===== src/rtl/btb_file.sv =====
// BTB storage: 8 two-way sets with per-set LRU, IF lookup, EX read-modify-write, flush invalidation engine.
// Optional `BTB_BYPASS_EN forwards a same-cycle EX write to the IF read port.
module btb_file #(
  parameter int NUM_SETS = 8,
  parameter int SET_W    = 128
) (
  input  logic                clk,
  input  logic                rst,
  input  logic [2:0]          read_index,
  output logic [SET_W-1:0]    read_set,
  input  logic [2:0]          update_index,
  output logic [SET_W-1:0]    update_set,
  output logic [NUM_SETS-1:0] LRU,
  input  logic                write_en,
  input  logic [SET_W-1:0]    write_set,
  input  logic                next_LRU_write,
  input  logic                flush_req,
  output logic                busy
);

  localparam int IDX_W     = 3;
  localparam int WAY1_V    = SET_W - 1;
  localparam int WAY2_V    = SET_W / 2 - 1;
  localparam logic [SET_W-1:0] VALID_MASK = (SET_W'(1) << WAY1_V) | (SET_W'(1) << WAY2_V);
  localparam logic [IDX_W-1:0] LAST_SET   = IDX_W'(NUM_SETS - 1);

  typedef enum logic {
    IDLE,
    CLEAR
  } state_t;

  state_t              state;
  logic [IDX_W-1:0]    ptr;
  logic [SET_W-1:0]    sets [NUM_SETS];
  logic [NUM_SETS-1:0] lru_q;
  logic [SET_W-1:0]    array_read;

  // EX writes only land in IDLE; CLEAR walks the sets one per cycle, dropping only the valid bits.
  always_ff @(posedge clk or posedge rst) begin
    if (rst) begin
      for (int i = 0; i < NUM_SETS; i++) begin
        sets[i] <= '0;
      end
      lru_q <= '0;
      state <= IDLE;
      ptr   <= '0;
    end else begin
      case (state)
        IDLE: begin
          if (write_en) begin
            sets[update_index]  <= write_set;
            lru_q[update_index] <= next_LRU_write;
          end
          if (flush_req) begin
            state <= CLEAR;
            ptr   <= '0;
          end
        end
        CLEAR: begin
          sets[ptr]  <= sets[ptr] & ~VALID_MASK;
          lru_q[ptr] <= 1'b0;
          ptr        <= ptr + IDX_W'(1);
          if (ptr == LAST_SET) begin
            state <= IDLE;
          end
        end
        default: begin
          state <= IDLE;
        end
      endcase
    end
  end

  assign busy       = (state == CLEAR);
  assign LRU        = lru_q;
  assign array_read = sets[read_index];
  assign update_set = sets[update_index];

  // IF sees no valid entries mid-flush so it never predicts from half-cleared state.
  always_comb begin
    read_set = busy ? (array_read & ~VALID_MASK) : array_read;
`ifdef BTB_BYPASS_EN
    if (write_en && !busy && (read_index == update_index)) begin
      read_set = write_set;
    end
`endif
  end

endmodule


===== config.mk =====
export PLATFORM = sky130hd
export DESIGN_NAME = btb_file
export DESIGN_NICKNAME = d
export VERILOG_FILES = /design/src/rtl/btb_file.sv
export SDC_FILE = /design/constraint.sdc
export NUM_CORES = 2
export LEC_CHECK = 0
export ABC_AREA = 0
export CAP_MARGIN = 30
export CORE_MARGIN = 2
export CORE_UTILIZATION = 41
export CTS_CLUSTER_SIZE = 40
export DETAILED_ROUTE_END_ITERATION = 8
export PLACE_DENSITY_LB_ADDON = 0.12
export SYNTH_ARGS = -nofsm -noshare
export SYNTH_HDL_FRONTEND = slang
export SYNTH_SLANG_ARGS = --single-unit

===== constraint.sdc =====
create_clock -name clk -period 60 [get_ports clk]
set_input_delay 12 -clock clk [delete_from_list [all_inputs] [get_ports clk]]
set_output_delay 12 -clock clk [all_outputs]
set_load 0.01 [all_outputs]

==> results.md <==
* Status: complete, no violations
* Fmax at ~0.036 GHz
* Flop-to-flop setup slack at approximately 55 ns
* Buffer count from post-CTS setup fixing at 0
* Portion of the post-synthesis area used by sequential elements at 0.4734
* Number of antenna violations at the first check in global routing at 14
* Cell Chain, Critical Path: buf_8, buf_4, nor2b_4, a221oi_1, o221ai_1, clkdlybuf4s50_1
* Post-detailed-route wirelength per cell at around 31 um
* Max-slew headroom at the worst pin at 0.3140
* Setup crit start kind: input port
* Worst skew pair latency at 0.76 ns
* Hold buffer count at cts at 0
* Seq pwr share at 0.420
* Area of the die at roughly 140000 um2
* Net switching power at approximately 0.84 mW
* Power Dens Cells at around 43 nW/um2
* H-tree lvl count at 3
* Maximum number of pins on one net before global-route repair at between 150 and 200
* Worst r2r src: busy$_DFF_PP0_
* Number of synthesized flops with an enable pin at 0
* Setup repair after global routing missed its margin: no
* Class of the worst hold path: reg -> reg
* Post-route clock skew at between 0.02 and 0.03 ns
* Most common cell in the netlist: sky130_fd_sc_hd__mux2_2
* Area of the placeable core at roughly 130000 um2
* Remaining routing DRC violations at 0
* Clock tree from TritonCTS: done
* Fraction of power consumed by the clock network at 0.267
* GR Util All Layers at 0.2677
* Async set-reset flop share out of synthesis at 1.000
* Rows at roughly 130
* WS Path Type: in -> out
* CP Data Arrival Time at between 15 and 20 ns
* Total Nets Final at ~4200
* Longest Clk Path Bufs at 3
* Top Ports at between 400 and 500
* Vertical die dimension at about 370 um
* Weighted congestion reported at the end of routability-driven placement at approximately 0.78
* Antenna viol nets, final at 0
* Initial Utilization at 0.4118
* Clock slew seen by the registers of the worst setup and hold paths at ~0.060 ns
* Multi-input combinational cell area at 26880 um2
* Final max-slew violation count at 0
* Static Leak at around 28 nW
* Synth Instances at 3797
* Crit-path max FO at between 50 and 60
* Cell at the slowest stage of the critical path: sky130_fd_sc_hd__nor2b_4
* Number of fill cells in the layout at ~12000
* Dominant cells by area after synthesis: sky130_fd_sc_hd__dfrtp_1 (47%), sky130_fd_sc_hd__mux2_2 (23%), sky130_fd_sc_hd__mux4_2 (14%)
* Internal power summed over all cells at roughly 1.9 mW
* Die extent in x at 369.5 um
* Number of failing hold endpoints at the final stage at 0
* Post_cts resized at 0
* Aggregate global routing overflow at 0
* Vias in the first global route at 37850
* Required @ worst endpoint at roughly 48 ns
* Post-Synthesis Mean Instance Area at 14.42 um2
* Standard cell area after detailed placement at between 60000 and 70000 um2
* Final setup violation count at 0
* Total Routed Length at between 150000 and 200000 um
* DPL Wire Length at around 100000 um
* 1st-pass router iterations at 5
* Final period utilization at 0.4611
* Main synth FF type: sky130_fd_sc_hd__dfrtp_1
* Area fraction of the dominant cell type after synthesis at 0.4734
* Share of final-layout standard cells stronger than drive strength 1 at 0.4378
* Area added between synthesis and finish at 17.36%
* Total of buffers placed on input and output ports at 403
* Number of buffers inserted during clock tree synthesis at ~120
* Number of register bits inferred by synthesis at around 1000
* Slew of the pin with the lowest slew margin at ~1.0 ns
* Flip-flop and latch area at 25930 um2
* Switching share of total power at 0.3027
* Launch point of the worst hold path: sets[28]$_DFFE_PP0P_
* Worst setup path start: update_index[1]
* Number of synthesis warnings at 0
* Clock period minus worst slack at 27.66 ns
* Number of DRC markers after the initial detailed-route iteration at a little over 3000
* Area of all placed cells without fillers at about 64000 um2
* Wire length of the first global-routing pass at 270400 um
* Largest delay share family, worst path: buffers and inverters
* Sort of element at the end of the critical path: output port
* Number of cells in the design after placement at between 5000 and 6000
* Number of unique standard cell types used by synthesis at 50
* Final setup TNS at 0 ns
* Combinational share of power at 0.313
* Max cap viols at 0
* Final Instance Count excl. Fillers at just under 6000
* Post-Synthesis Cell Area at between 50000 and 60000 um2
* Root buffer cell: sky130_fd_sc_hd__clkbuf_16
* Sink count of the clock tree at slightly above 1000
* Delay of the slowest cell on the worst path at 0.91 ns
* Synthesized Nets at between 3000 and 4000
* Total via count after detailed routing at 36670
* Top cell type by total area after synthesis: sky130_fd_sc_hd__dfrtp_1
* Most used standard cells in the synthesized netlist: sky130_fd_sc_hd__mux2_2 (1142), sky130_fd_sc_hd__dfrtp_1 (1036), sky130_fd_sc_hd__mux4_2 (350), sky130_fd_sc_hd__nand2_1 (165), sky130_fd_sc_hd__buf_2 (153)
* Number of buffer and inverter stages on the critical path at 3
* Worst vdd ir at 21.55 uV
* Via/cell ratio at 6.190
## metal layers
| metal | up-vias | wire length, um | GRT usage |
|---|---|---|---|
| met3 | 250 | 10960 | 0.04605 |
| li1 | 15270 | - | - |
| met2 | 1143 | 86860 | 0.4301 |
| met4 | 16 | 3840 | 0.06617 |
| met5 | - | 94 | 0 |
| met1 | 19990 | 81440 | 0.3773 |
## layout by cell type (no fill, tap or decap), types with 5 or more instances in the layout
| cell type | netlist | layout |
|---|---|---|
| sky130_fd_sc_hd__nor2_1 | 11 | 6 |
| sky130_fd_sc_hd__nor2b_4 | 0 | 6 |
| sky130_fd_sc_hd__buf_12 | 0 | 6 |
| sky130_fd_sc_hd__o21ai_0 | 100 | 100 |
| sky130_fd_sc_hd__nor2_4 | 0 | 6 |
| sky130_fd_sc_hd__mux2i_1 | 78 | 78 |
| sky130_fd_sc_hd__clkinv_2 | 0 | 24 |
| sky130_fd_sc_hd__o22a_1 | 18 | 18 |
| sky130_fd_sc_hd__a32o_1 | 5 | 5 |
| sky130_fd_sc_hd__a221oi_1 | 64 | 64 |
| sky130_fd_sc_hd__clkbuf_1 | 109 | 26 |
| sky130_fd_sc_hd__o2bb2ai_1 | 23 | 23 |
| sky130_fd_sc_hd__a22oi_1 | 66 | 66 |
| sky130_fd_sc_hd__clkbuf_16 | 0 | 120 |
| sky130_fd_sc_hd__a22o_1 | 9 | 9 |
| sky130_fd_sc_hd__o22ai_1 | 24 | 24 |
| sky130_fd_sc_hd__buf_16 | 0 | 10 |
| sky130_fd_sc_hd__dfrtp_1 | 1036 | 1035 |
| sky130_fd_sc_hd__mux2_2 | 1142 | 1142 |
| sky130_fd_sc_hd__a31oi_1 | 8 | 8 |
| sky130_fd_sc_hd__a221o_1 | 32 | 32 |
| sky130_fd_sc_hd__clkbuf_8 | 0 | 32 |
| sky130_fd_sc_hd__a32oi_1 | 7 | 7 |
| sky130_fd_sc_hd__o211ai_1 | 5 | 5 |
| sky130_fd_sc_hd__mux2_1 | 24 | 24 |
| sky130_fd_sc_hd__a31o_2 | 12 | 12 |
| sky130_fd_sc_hd__clkdlybuf4s50_1 | 0 | 397 |
| sky130_fd_sc_hd__buf_8 | 0 | 6 |
| sky130_fd_sc_hd__inv_1 | 72 | 69 |
| sky130_fd_sc_hd__o221ai_1 | 22 | 22 |
| sky130_fd_sc_hd__buf_4 | 48 | 70 |
| sky130_fd_sc_hd__and3_1 | 19 | 19 |
| sky130_fd_sc_hd__nand2_1 | 165 | 160 |
| sky130_fd_sc_hd__bufinv_16 | 0 | 8 |
| sky130_fd_sc_hd__mux4_2 | 350 | 350 |
| sky130_fd_sc_hd__nand3_1 | 19 | 19 |
| sky130_fd_sc_hd__o41ai_1 | 69 | 69 |
| sky130_fd_sc_hd__nor2b_1 | 29 | 23 |
## stage by stage
stage                     power, mW    util  hold WS, ns  setup WS (ns)
after global routing          2.911  0.4833       0.5318          32.24
after CTS                     2.791  0.4823       0.5164          32.22
after detailed placement      2.039  0.4525       0.4982          32.23
final                         2.772  0.4834       0.5096          32.34
after floorplan               1.691       -       0.4697          18.84
after global placement        2.024  0.4513       0.4930          32.26
## logic make-up (layout without fill, tap and decap cells)
logic type / after synthesis / after routing / synth area share
simple gates: 271 / 271 / 0.02340
compound gates: 472 / 472 / 0.06638
fa+ha+maj: 2 / 2 / 0.0004569
other cells: 0 / 4 / 0
mux: 1594 / 1594 / 0.3980
buf+inv: 422 / 778 / 0.03832
flops: 1036 / 1036 / 0.4734
## power groups by stage
stage	combinational, mW	clock [mW]	sequential, mW
after floorplan	0.597	0	1.09
after global placement	0.858	0	1.17
after detailed placement	0.871	0	1.17
after CTS	0.875	0.759	1.16
after global routing	0.928	0.787	1.20
final	0.867	0.741	1.16
## flip-flops by register name (all words and copies together) (netlist names)
| register | count |
|---|---|
| busy | 1 |
| ptr | 3 |
| sets | 1024 |
| LRU | 8 |
## cell type report
| class | instances | area share |
|---|---|---|
| Sequential cell | 1036 | 0.4035 |
| Multi-Input combinational cell | 2339 | 0.4182 |
| Clock inverter | 38 | 0.006542 |
| Antenna cell | 4 | 0.0001558 |
| Clock buffer | 178 | 0.05510 |
| Tap cell | 1768 | 0.03442 |
| Inverter | 73 | 0.004517 |
| Timing Repair Buffer | 489 | 0.07757 |
## worst paths after layout
path	to	cells after the start
max	update_set[53]	6
min	sets[28]$_DFFE_PP0P_	1
max reg2reg	sets[124]$_DFFE_PP0P_	8
min reg2reg	sets[28]$_DFFE_PP0P_	1
max in group asynchronous	sets[452]$_DFFE_PP0P_	7
min in group asynchronous	sets[1022]$_DFFE_PP0P_	2
Power figures use the tool's default switching activity.
